$ cat src/rtl/mem_sequencer_pkg.sv
// Shared definitions for the memory sequencer: state encoding, RAM
// direction values, bus widths and the wait-counter load helper.
package mem_sequencer_pkg;

  localparam int ADDR_W = 18;
  localparam int DATA_W = 16;

  localparam logic MEM_READ  = 1'b0;
  localparam logic MEM_WRITE = 1'b1;

  typedef enum logic [2:0] {
    IDLE     = 3'd0,
    READ     = 3'd1,
    WR_SETUP = 3'd2,
    WR_PULSE = 3'd3,
    WR_HOLD  = 3'd4
  } state_t;

  typedef logic [2:0] wait_cnt_t;

  // Clamp a cycle-count parameter into the 1..7 range the 3-bit counter holds.
  function automatic wait_cnt_t wait_load(input int unsigned n);
    if (n < 1) return wait_cnt_t'(1);
    if (n > 7) return wait_cnt_t'(7);
    return wait_cnt_t'(n);
  endfunction

endpackage

$ cat src/rtl/mem_sequencer.sv
// Arbitrates instruction-fetch and data requests onto a single combinational
// RAM controller port, with setup/pulse/hold sequencing for writes.
module mem_sequencer
  import mem_sequencer_pkg::*;
#(
  parameter int unsigned READ_WAIT   = 2,
  parameter int unsigned WRITE_PULSE = 1
) (
  input  logic              clk,
  input  logic              rst,

  input  logic              if_req_i,
  input  logic [ADDR_W-1:0] if_addr_i,
  output logic [DATA_W-1:0] if_inst_o,
  output logic              if_valid_o,

  input  logic              mem_req_i,
  input  logic              mem_we_i,
  input  logic [ADDR_W-1:0] mem_addr_i,
  input  logic [DATA_W-1:0] mem_wdata_i,
  output logic [DATA_W-1:0] mem_rdata_o,
  output logic              mem_valid_o,

  output logic              stall_req_o,

  output logic              ram_enable_o,
  output logic              ram_rw_o,
  output logic [ADDR_W-1:0] ram_addr_o,
  output logic [DATA_W-1:0] ram_wdata_o,
  input  logic [DATA_W-1:0] ram_rdata_i
);

  state_t    state;
  state_t    state_next;
  wait_cnt_t wait_cnt;
  logic      op_fetch;
  logic      d_done;
  logic      i_done;

  logic      mem_pending;
  logic      if_pending;
  logic      accept_mem;
  logic      accept_if;
  logic      last_wait;
  logic      rd_done;
  logic      wr_done;

  // A request stays pending until served; the done flag masks it while the
  // pipeline is still stalled on the other request.
  assign mem_pending = mem_req_i & ~d_done & ~mem_valid_o;
  assign if_pending  = if_req_i  & ~i_done & ~if_valid_o;
  assign stall_req_o = mem_pending | if_pending;

  assign accept_mem = (state == IDLE) & mem_pending;
  assign accept_if  = (state == IDLE) & ~mem_pending & if_pending;

  assign last_wait = (wait_cnt == wait_cnt_t'(1));
  assign rd_done   = (state == READ)     & last_wait;
  assign wr_done   = (state == WR_PULSE) & last_wait;

  // NOTE: sequential state uses non-blocking assignments so every register
  // samples pre-edge values regardless of block ordering.
  always_ff @(posedge clk or negedge rst) begin
    if (!rst) begin
      state <= IDLE;
    end else begin
      state <= state_next;
    end
  end

  // NOTE: state_next gets a default before the case so no path can leave it
  // unassigned and infer a latch.
  always_comb begin
    state_next = state;
    unique case (state)
      IDLE: begin
        if (accept_mem) begin
          state_next = mem_we_i ? WR_SETUP : READ;
        end else if (accept_if) begin
          state_next = READ;
        end
      end
      READ:     if (last_wait) state_next = IDLE;
      WR_SETUP: state_next = WR_PULSE;
      WR_PULSE: if (last_wait) state_next = WR_HOLD;
      WR_HOLD:  state_next = IDLE;
      default:  state_next = IDLE;
    endcase
  end

  always_comb begin
    ram_enable_o = 1'b0;
    ram_rw_o     = MEM_READ;
    unique case (state)
      READ:     ram_enable_o = 1'b1;
      WR_SETUP: ram_rw_o     = MEM_WRITE;
      WR_PULSE: begin
        ram_enable_o = 1'b1;
        ram_rw_o     = MEM_WRITE;
      end
      WR_HOLD:  ram_rw_o     = MEM_WRITE;
      default:  ;
    endcase
  end

  // Loads on entry to a timed state and counts down to 1, never wrapping.
  always_ff @(posedge clk or negedge rst) begin
    if (!rst) begin
      wait_cnt <= '0;
    end else if (state_next != state) begin
      unique case (state_next)
        READ:     wait_cnt <= wait_load(READ_WAIT);
        WR_PULSE: wait_cnt <= wait_load(WRITE_PULSE);
        default:  wait_cnt <= '0;
      endcase
    end else if (wait_cnt > wait_cnt_t'(1)) begin
      wait_cnt <= wait_cnt - wait_cnt_t'(1);
    end
  end

  // Address and store data are registered at acceptance and held untouched
  // through the whole access, which keeps them stable from setup to hold.
  always_ff @(posedge clk or negedge rst) begin
    if (!rst) begin
      ram_addr_o  <= '0;
      ram_wdata_o <= '0;
      op_fetch    <= 1'b0;
    end else if (accept_mem) begin
      ram_addr_o  <= mem_addr_i;
      ram_wdata_o <= mem_wdata_i;
      op_fetch    <= 1'b0;
    end else if (accept_if) begin
      ram_addr_o  <= if_addr_i;
      op_fetch    <= 1'b1;
    end
  end

  always_ff @(posedge clk or negedge rst) begin
    if (!rst) begin
      if_inst_o   <= '0;
      mem_rdata_o <= '0;
      if_valid_o  <= 1'b0;
      mem_valid_o <= 1'b0;
    end else begin
      if_valid_o  <= rd_done & op_fetch;
      mem_valid_o <= (rd_done & ~op_fetch) | wr_done;
      if (rd_done & op_fetch) begin
        if_inst_o <= ram_rdata_i;
      end
      if (rd_done & ~op_fetch) begin
        mem_rdata_o <= ram_rdata_i;
      end
    end
  end

  // Completion sets a flag for the valid cycle and beyond; it clears only
  // once the pipeline is free to move, so a held request is not re-served.
  always_ff @(posedge clk or negedge rst) begin
    if (!rst) begin
      d_done <= 1'b0;
      i_done <= 1'b0;
    end else begin
      if ((rd_done & ~op_fetch) | wr_done) begin
        d_done <= 1'b1;
      end else if (!stall_req_o) begin
        d_done <= 1'b0;
      end
      if (rd_done & op_fetch) begin
        i_done <= 1'b1;
      end else if (!stall_req_o) begin
        i_done <= 1'b0;
      end
    end
  end

endmodule

$ cat config.mk
export PLATFORM = sky130hd
export DESIGN_NAME = mem_sequencer
export DESIGN_NICKNAME = d
export VERILOG_FILES = /design/src/rtl/mem_sequencer_pkg.sv /design/src/rtl/mem_sequencer.sv
export SDC_FILE = /design/constraint.sdc
export NUM_CORES = 1
export LEC_CHECK = 0
export ABC_CLOCK_PERIOD_IN_PS = 2029
export BUFFER_PORTS_ARGS = -buffer_cell sky130_fd_sc_hd__buf_2
export CELL_PAD_IN_SITES_DETAIL_PLACEMENT = 0
export CELL_PAD_IN_SITES_GLOBAL_PLACEMENT = 1
export CORE_UTILIZATION = 33
export DETAILED_ROUTE_END_ITERATION = 12
export PLACE_DENSITY = 0.88
export SLEW_MARGIN = 0
export SYNTH_ARGS = -nofsm -noshare
export SYNTH_HDL_FRONTEND = slang
export SYNTH_SLANG_ARGS = --single-unit
$ cat constraint.sdc
create_clock -name clk -period 2.03 [get_ports clk]
set_input_delay 0.1015 -clock clk [delete_from_list [all_inputs] [get_ports clk]]
set_output_delay 0.1015 -clock clk [all_outputs]
set_load 0.02 [all_outputs]
## After elaboration in Yosys (flattened, before gate mapping)

Index checks and enable logic that the tools add are counted.

| word-level totals | value |
|---|---|
| bits in registers | 77 |
| logic and storage cells | 65 |
| output and inout port bits | 71 |

| cells by class | value |
|---|---|
| $add $sub $neg | 1 |
| bitwise gates (word level) | 19 |
| eq/ne operators | 10 |
| mux-type cells | 18 |
| reductions and logical operators | 5 |
| magnitude comparators | 1 |

Operators by type and width:

| cell | number |
|---|---|
| $mux W18 | 2 |
| $mux W3 | 6 |
| $pmux W3 S4 | 1 |
| $and A1 B1 Y1 | 11 |
| $eq A3 B1 Y1 const B | 3 |
| $eq A3 B2 Y1 const B | 3 |
| $mux W1 | 7 |
| $not A1 Y1 | 6 |
| $ne A2 B1 Y1 const B | 2 |
| $pmux W2 S2 | 1 |
| $reduce_bool A2 Y1 | 2 |
| $eq A3 B3 Y1 const B | 1 |
| $gt A3 B1 Y1 const B | 1 |
| $logic_not A3 Y1 | 1 |
| $ne A3 B3 Y1 | 1 |
| $reduce_or A3 Y1 | 1 |
| $sub A3 B1 Y3 const B | 1 |
| $mux W2 | 1 |
| $or A1 B1 Y1 | 2 |
| $reduce_or A2 Y1 | 1 |

## Longest topological paths before layout

Gate-level depths: netlist (run 1).

| depth | value |
|---|---|
| depth after elaboration | 12 |
| gate-level depth with buffers | 8 |
| gate-level depth less buffers | 6 |

## Least setup slack after synthesis (run 1)

OpenSTA, ideal clock, no wires.

| timing path | value |
|---|---|
| path type | reg-to-reg |
| start | register wait_cnt[1] |
| end | register mem_rdata_o[0] |
| slack | 0.135 ns |
| period minus slack after synthesis | 1.895 ns |
| cell stages (with the launch flop) | 9 |
| data arrival time | 1.770 ns |
| library setup time | 0.125 ns |
| required time | 1.905 ns |
| cell sequence | dfrtp_1 inv_1 ha_1 and2b_2 nand2_2 or3_1 buf_6 buf_12 mux2_4 |

| on the way | value |
|---|---|
| cells in the longest elaborated chain, start to end | 3 |

RTL lines:

| what | line | source |
|---|---|---|
| start, declared | mem_sequencer.sv:35 | `wait_cnt_t wait_cnt;` |
| start signal, assigned | mem_sequencer.sv:112 | `READ: wait_cnt <= wait_load(READ_WAIT);` |
| start signal, assigned | mem_sequencer.sv:113 | `WR_PULSE: wait_cnt <= wait_load(WRITE_PULSE);` |
| start signal, assigned | mem_sequencer.sv:117 | `wait_cnt <= wait_cnt - wait_cnt_t'(1);` |
| $eq A3 B1 Y1 | mem_sequencer.sv:57 | `assign last_wait = (wait_cnt == wait_cnt_t'(1));` |
| $and A1 B1 Y1 | mem_sequencer.sv:58 | `assign rd_done = (state == READ) & last_wait;` |
| $and A1 B1 Y1 | mem_sequencer.sv:150 | `if (rd_done & ~op_fetch) begin` |
| end signal, assigned | mem_sequencer.sv:151 | `mem_rdata_o <= ram_rdata_i;` |
| end, declared | mem_sequencer.sv:21 | `output logic [DATA_W-1:0] mem_rdata_o,` |

No other way between the ends.
A chain may end at the register's enable or synchronous reset.

## Final worst setup path (run 1)

| timing path | value |
|---|---|
| start | register wait_cnt[1] |
| end | register mem_rdata_o[6] |

The elaborated chain is that of the path after synthesis.

==> results of run 1 <==
==> per-stage QoR <==
stage	cells	power, mW	worst slack [ns]
finish	547	7.70	0.106
global route	547	8.20	0.00961
CTS	547	7.76	0.0505
detailed placement	499	6.36	0.0648
global placement	499	6.26	0.153
floorplan	233	5.19	0.135
==> state kept, by name, summed over array words and instances, names as in the netlist <==
| register | count |
|---|---|
| d_done | 1 |
| state | 3 |
| mem_valid_o | 1 |
| ram_wdata_o | 16 |
| if_valid_o | 1 |
| ram_addr_o | 18 |
| mem_rdata_o | 16 |
| op_fetch | 1 |
| i_done | 1 |
| wait_cnt | 3 |
| if_inst_o | 16 |
==> placed cells by master (no fill, tap or decap), types with 2 or more instances in the layout <==
| cell | Yosys | routed |
|---|---|---|
| inv_1 | 5 | 5 |
| clkinv_4 | 0 | 3 |
| a2bb2oi_1 | 19 | 19 |
| nand2_1 | 8 | 8 |
| nor3b_1 | 2 | 2 |
| buf_2 | 4 | 142 |
| o21ai_0 | 4 | 4 |
| mux2_4 | 10 | 10 |
| clkbuf_8 | 0 | 10 |
| nor2_1 | 11 | 11 |
| dlygate4sd3_1 | 0 | 32 |
| o22ai_1 | 18 | 18 |
| nand2_2 | 3 | 3 |
| dfrtp_1 | 77 | 77 |
| a21oi_1 | 3 | 3 |
| bufinv_16 | 0 | 2 |
| buf_4 | 0 | 7 |
| nor2b_1 | 2 | 2 |
| mux2_2 | 38 | 38 |
==> critical path: stages, from the launching register on <==
cell	delay [ns]
dfrtp_1	0.38
inv_1	0.12
ha_2	0.23
and2b_2	0.19
nand2_2	0.06
or3_1	0.33
buf_6	0.19
mux2_4	0.31
==> final cells by class <==
class,instances,area share [%]
clock inverters,6,2.05
repair buffers,183,24.1
well taps,129,3.49
flip-flops and latches,77,41.6
clock buffers,10,2.97
multi-input cells,137,25.4
inverters,5,0.405
==> synth_stat cells (all sizes together) <==
| library cell | number |
|---|---|
| a22oi | 1 |
| a21oi | 3 |
| a41oi | 1 |
| and2 | 1 |
| dfrtp | 77 |
| ha | 2 |
| nor3 | 1 |
| a2bb2oi | 19 |
| o22ai | 18 |
| a21o | 1 |
| a221oi | 1 |
| or3b | 1 |
| o31ai | 1 |
| nor2b | 3 |
| mux2 | 48 |
| a211oi | 1 |
| nand2b | 1 |
| nor2 | 11 |
| or3 | 1 |
| inv | 5 |
| and2b | 1 |
| nand2 | 11 |
| mux2i | 1 |
| nand3 | 2 |
| o21ai | 5 |
| buf | 8 |
| clkbuf | 6 |
| nor3b | 2 |
==> kinds of logic (layout without fill, tap and decap cells) <==
kind of cell,Yosys count,after routing,share of synthesized area [%]
flops,77,77,59.9
compound gates,51,51,11.4
mux,49,49,18.3
simple gates,35,35,5.99
buf+inv,19,204,3.62
fa+ha+maj,2,2,0.778
==> repair_timing <==
action | 4_1_cts | 5_1_grt
endpoints found under the hold margin | 93 | 0
setup endpoints to repair | 0 | 16
hold buffers | 32 | 0
resized for setup | 0 | 2
==> layer usage <==
metal | global-route usage [%] | vias up | part of all wire (%)
li1 | - | 1210 | -
met1 | 20.5 | 1239 | 43
met2 | 26.2 | 111 | 48
met3 | 5.69 | 12 | 7.2
met4 | 6.80 | 0 | 1.9
met5 | 0 | - | 0
==> worst max-delay path by stage <==
| stage | slack [ns] | depth (start not counted) | endpoint | startpoint |
|---|---|---|---|---|
| global placement | 0.15 | 7 | mem_rdata_o[0] | wait_cnt[1] |
| finish | 0.11 | 7 | mem_rdata_o[6] | wait_cnt[1] |
| floorplan | 0.13 | 8 | mem_rdata_o[0] | wait_cnt[1] |
| detailed placement | 0.06 | 7 | mem_rdata_o[6] | wait_cnt[1] |
| CTS | 0.05 | 7 | mem_rdata_o[6] | wait_cnt[1] |
| global route | 0.01 | 7 | mem_rdata_o[6] | wait_cnt[1] |
==> power breakdown <==
group	switching (mW)	internal, mW	leakage [nW]
Sequential	0.418	2.29	0.901
Combinational	2.05	1.62	1.24
Clock	0.591	0.737	0.117
==> impl_metrics.toml, run 1 <==
[timing]
period_needed_ns = 1.92
fmax_ghz = 0.520
setup_viol = 0
finalHoldViolations = 0
tightest_slew_ns = 0.653
setup_tns_ns = 0
rsz0062_at_grt = "false"
maxSlewViolCount = 0
post-route-period-util_pct = 94.8
skew_ns = 0.0107
fin_worst_hold_slack_ns = 0.0238
relSlewSlack_pct = 56.5

[placement]
gp_congestion = 0.773
place_area_um2 = 4070
dp_hpwl_um = 5390
portBuffers = 143

[layout]
fin_nets = 488
drive_above_1_share_pct = 53.6
regArea_um2 = 1930
fin_util_pct = 49.6
fin_area_um2 = 4630
area_growth_pct = 44.0
diodes = 0
fillers = 806
multi_input_area_um2 = 1170

[die]
die_area_um2 = 10100
ios = 144
dieHeight_um = 101
core-area_um2 = 9330
die_x_um = 101
row_count = 35
initial_core_util_pct = 34.5

[worst_hold_path]
hold_depth = 2
hp-start = "ram_rdata_i[7]"
min_to = "if_inst_o[7]"
hold_path.class = "primary input to flip-flop"

[synthesis]
syn-instance-count = 233
synth_top_area_share_pct = 59.9
yosysSeqAreaShare_pct = 59.9
synth_nets = 308
synth_warnings = 0
avgSynthCellArea_um2 = 13.8
synth.largest_area_cell = "dfrtp_1"
ys_types = 36
ys_ff_latch = 77
synthTopCellsByArea = "dfrtp_1, mux2_2, a2bb2oi_1, mux2_4, o22ai_1"
synth_area_um2 = 3220

[route]
wirelength_um = 7980
drt_pass1_iterations = 4
avgViaCountPerCell = 4.70
vias = 2572
avgRoutedWirePerCell_um = 14.6
antenna_left = 0
drc = 0
drt_iter0_markers = 101

[cts]
path_clk_slew_ns = 0.08
cts_tree = "done"
post_cts_buffers = 0
numCtsBuffers = 9
clock-root-buffer = "clkbuf_8"
cts_max_path_buffers = 2
h-tree-depth = 3
worstSkewPairLatency_ns = 0.35
cts_sinks = 77

[grt]
grt_pass1_vias = 2619
grt_usage_pct = 16.5
grt_max_degree = 52
antenna_found_initial = 0
grt_overflow = 0
grt_pass1_wl_um = 12600

[critical_path]
reg2reg_from = "wait_cnt[1]"
worstPathRequired_ns = 2.26
r2r_setup_slack_ns = 0.11
rr_worst_depth = 7
crit_type = "flip-flop to flip-flop"
critPathLaunchType = "flip-flop"
end_kind = "flip-flop"
r2r-end = "mem_rdata_o[6]"
crit_path_max_fanout = 16
worst-endpoint-arrival_ns = 2.15

[power]
peakVddDrop_uv = 819
power.density_nw_per_um2 = 1660
p_leak_nw = 2.26

[job]
maxCapViolations = 0

[status]
status = "complete, no violations"
Note: power is estimated with default switching activity, not from simulation.
==> inputs of run 2 (changes only) <==
MAX_ROUTING_LAYER = met4   (was default)
==> impl_metrics.toml, run 2 (same netlist as run 1, synthesis figures left out) <==
[status]
status = "complete, no violations"

[die]
die_area_um2 = 10100
row_count = 35
core-area_um2 = 9330
die_x_um = 101
ios = 144
initial_core_util_pct = 34.5
dieHeight_um = 101

[critical_path]
crit_path_max_fanout = 16
crit_type = "flip-flop to flip-flop"
worstPathRequired_ns = 2.26
slowest_stage = "dfrtp_1"
worst-endpoint-arrival_ns = 2.15
critPathLaunchType = "flip-flop"
crit_family = "simple AND/OR/NAND/NOR gates"
end_kind = "flip-flop"
slowest_delay_ns = 0.38
path_buf_inv = 2
crit_chain = "inv_1, ha_2, and2b_2, nand2_2, or3_1, buf_6, mux2_4"

[route]
vias = 2552
avgViaCountPerCell = 4.67
drt_iter0_markers = 107
drt_pass1_iterations = 4
wirelength_um = 7970
antenna_left = 0
drc = 0
avgRoutedWirePerCell_um = 14.6

[timing]
setup_tns_ns = 0
tightest_slew_ns = 0.659
rsz0062_at_grt = "false"
maxSlewViolCount = 0
skew_ns = 0.0128
finalHoldViolations = 0
fmax_ghz = 0.520
relSlewSlack_pct = 56.0
post-route-period-util_pct = 94.8
period_needed_ns = 1.92
setup_viol = 0

[cts]
cts_sinks = 77
cts_tree = "done"
worstSkewPairLatency_ns = 0.35
post_cts_buffers = 0
numCtsBuffers = 9
clock-root-buffer = "clkbuf_8"
cts_max_path_buffers = 2
h-tree-depth = 3
path_clk_slew_ns = 0.08

[layout]
fin_util_pct = 49.6
final_cell_mix = "buf_2, dfrtp_1, mux2_2"
largest_register = "ram_addr_o"
drive_above_1_share_pct = 53.6
diodes = 0
layout_commonest_cell = "buf_2"
area_growth_pct = 44.0
fin_nets = 488
largest_reg_flops = 18

[job]
maxCapViolations = 0

[placement]
gp_congestion = 0.784
dp_hpwl_um = 5390
portBuffers = 143

[worst_hold_path]
hold_path.class = "primary input to flip-flop"

[grt]
grt_usage_pct = 17.0
antenna_found_initial = 0
grt_pass1_vias = 2608
grt_pass1_wl_um = 12600
grt_max_degree = 52
grt_overflow = 0

[power]
peakVddDrop_uv = 819
p_leak_nw = 2.26
power.density_nw_per_um2 = 1670
[run 2: cell counts in the layout (fill, tap and decap cells not counted)]
No cell type changed its count.
[run 2: path summary, 6_finish.rpt]
path / to / depth (start not counted) / from / slack (ns)
min: if_inst_o[7] / 2 / ram_rdata_i[7] / 0.02
max in group asynchronous: ram_addr_o[6] / 3 / rst / 1.12
min in group asynchronous: if_inst_o[15] / 2 / rst / 0.32
max: mem_rdata_o[6] / 7 / wait_cnt[1] / 0.11
max reg2reg: mem_rdata_o[6] / 7 / wait_cnt[1] / 0.11
min reg2reg: i_done / 2 / i_done / 0.50
[run 2: final cells by class]
cell class / count / area (um2)
clock buffers: 10 / 138
clock inverters: 6 / 95.1
fillers: 806 / 4700
inverters: 5 / 18.8
multi-input cells: 137 / 1170
flip-flops and latches: 77 / 1930
well taps: 129 / 161
repair buffers: 183 / 1110
[run 2: repair_timing]
action,in CTS,in global routing
setup endpoints to repair,0,16
hold buffers,32,0
gates resized for setup,0,2
hold endpoints to repair,93,0
[run 2: through the flow]
stage	cells	area [um2]	total power, mW	hold WS (ns)	worst slack, ns
2_1_floorplan	233	3220	5.19	-0.194	0.135
3_3_place_gp	499	4070	6.26	0.163	0.153
3_5_place_dp	499	4070	6.36	0.178	0.0648
4_1_cts	547	4620	7.76	0.00866	0.0505
5_1_grt	547	4630	8.20	0.0156	0.00732
6_report	547	4630	7.71	0.0242	0.106
[run 2: report_power, final]
part	internal [mW]	switching, mW	total [mW]
clock	0.737	0.590	1.33
sequential	2.29	0.419	2.71
combinational	1.62	2.06	3.67
total	4.64	3.07	7.71
[run 2: worst register-to-register path: stages, from the launching register on]
cell	delay [ns]
dfrtp_1	0.38
inv_1	0.12
ha_2	0.23
and2b_2	0.19
nand2_2	0.06
or3_1	0.33
buf_6	0.19
mux2_4	0.32
[run 2: per-layer routing]
metal	up-vias	track usage, %	part of all wire [%]
li1	1210	-	-
met1	1223	21.4	45
met2	105	25.9	47
met3	14	4.58	5.9
met4	0	7.25	2.4
met5	-	-	0
==> inputs of run 3 (changes only) <==
CORE_UTILIZATION = 34   (was 33)
CTS_BUF_LIST = sky130_fd_sc_hd__clkbuf_8   (was default)
CTS_CLUSTER_SIZE = 30   (was default)
PLACE_DENSITY = 0.9   (was 0.88)
==> impl_metrics.toml, run 3 (same netlist as run 1, synthesis figures left out) <==
[status]
status = "complete, no violations"

[route]
avgRoutedWirePerCell_um = 14.8
drc = 0
wirelength_um = 7840
drt_pass1_iterations = 4
antenna_left = 0
drt_iter0_markers = 82
vias = 2571
avgViaCountPerCell = 4.85

[placement]
gp_congestion = 0.756
portBuffers = 143
dp_hpwl_um = 5260
placedCellCount = 483

[layout]
area_growth_pct = 41.6
fin_cells = 530
largest_register = "ram_addr_o"
final_cell_mix = "buf_2, dfrtp_1, mux2_2"
fillers = 811
diodes = 0
multi_input_area_um2 = 1170
regArea_um2 = 1930
largest_reg_flops = 18
layout_commonest_cell = "buf_2"
fin_nets = 489
drive_above_1_share_pct = 53.5

[critical_path]
rr_worst_depth = 7
r2r_setup_slack_ns = 0.09
crit_path_max_fanout = 16
r2r-end = "mem_rdata_o[6]"
endpoint = "mem_rdata_o[6]"
crit_type = "flip-flop to flip-flop"
critPathLaunch = "wait_cnt[1]"
reg2reg_from = "wait_cnt[1]"
worstPathRequired_ns = 2.25
end_kind = "flip-flop"
critPathLaunchType = "flip-flop"
worst-endpoint-arrival_ns = 2.17

[cts]
post_cts_buffers = 0
worstSkewPairLatency_ns = 0.34
path_clk_slew_ns = 0.08
cts_tree = "done"
h-tree-depth = 3
clock-root-buffer = "clkbuf_8"
cts_max_path_buffers = 2
cts_sinks = 77
numCtsBuffers = 9

[grt]
grt_overflow = 0
grt_max_degree = 78
grt_pass1_wl_um = 12300
grt_pass1_vias = 2562
grt_usage_pct = 16.6
antenna_found_initial = 0

[die]
row_count = 35
ios = 144
die_x_um = 99.3
die_area_um2 = 9850
dieHeight_um = 99.3
initial_core_util_pct = 35.0
core-area_um2 = 9200

[power]
p_leak_nw = 2.25
power.density_nw_per_um2 = 1660
peakVddDrop_uv = 748

[timing]
maxSlewViolCount = 0
rsz0062_at_grt = "false"
setup_viol = 0
post-route-period-util_pct = 95.8
period_needed_ns = 1.94
skew_ns = 0.00938
setup_tns_ns = 0
tightest_slew_ns = 0.960
relSlewSlack_pct = 36.0
fmax_ghz = 0.514
finalHoldViolations = 0

[worst_hold_path]
hold_path.class = "primary input to flip-flop"

[job]
maxCapViolations = 0
## run 3: per-stage QoR
step / hold WS, ns / utilization [%] / setup slack, ns / power (mW) / area (um2)
2_1_floorplan: -0.194 / - / 0.135 / 5.19 / 3220
3_5_place_dp: 0.321 / 44.0 / 0.0744 / 6.40 / 4050
4_1_cts: 0.00169 / 49.5 / 0.0528 / 7.61 / 4550
3_3_place_gp: 0.308 / 44.0 / 0.144 / 6.27 / 4050
5_1_grt: 0.00759 / 49.5 / 0.00221 / 8.03 / 4550
6_report: 0.0140 / 49.5 / 0.0855 / 7.55 / 4550
## run 3: timing repair
item	in CTS	in global routing
hold buffers	31	0
endpoints found under the hold margin	116	0
resized for setup	0	1
endpoints found under the setup margin	0	13
## run 3: worst max-delay path: stages (launching register included)
cell and delay (ns):
dfrtp_1 0.38, inv_1 0.11, ha_2 0.22, and2b_2 0.19, nand2_2 0.07, or3_1 0.31
buf_4 0.22, mux2_4 0.32
## run 3: power breakdown
group | total, mW | switching (mW) | internal (mW) | leakage (nW)
Combinational | 3.72 | 2.08 | 1.64 | 1.24
Clock | 1.13 | 0.569 | 0.564 | 0.102
Sequential | 2.70 | 0.410 | 2.29 | 0.901
## run 3: worst min path at each step
| stage | startpoint | to | slack (ns) | depth (start not counted) |
|---|---|---|---|---|
| finish | ram_rdata_i[11] | mem_rdata_o[11] | 0.01 | 2 |
| global route | ram_rdata_i[11] | mem_rdata_o[11] | 0.008 | 2 |
| CTS | ram_rdata_i[11] | mem_rdata_o[11] | 0.002 | 2 |
| detailed placement | rst | ram_addr_o[11] | 0.32 | 1 |
| global placement | rst | ram_addr_o[11] | 0.31 | 1 |
| floorplan | rst | d_done | -0.19 | 0 |
## run 3: cell type report
type	count	area share, %
clock inverters	7	1.48
inverters	5	0.412
repair buffers	184	24.2
multi-input cells	137	25.8
well taps	111	3.05
clock buffers	9	2.72
flip-flops and latches	77	42.3
## run 3: metal layers
| metal | up-vias | GRT usage, % | routed length (um) |
|---|---|---|---|
| met5 | - | - | 0 |
| met4 | 0 | 4.86 | 125 |
| met3 | 14 | 3.65 | 397 |
| met2 | 96 | 27.1 | 3850 |
| met1 | 1251 | 20.7 | 3480 |
| li1 | 1210 | - | - |
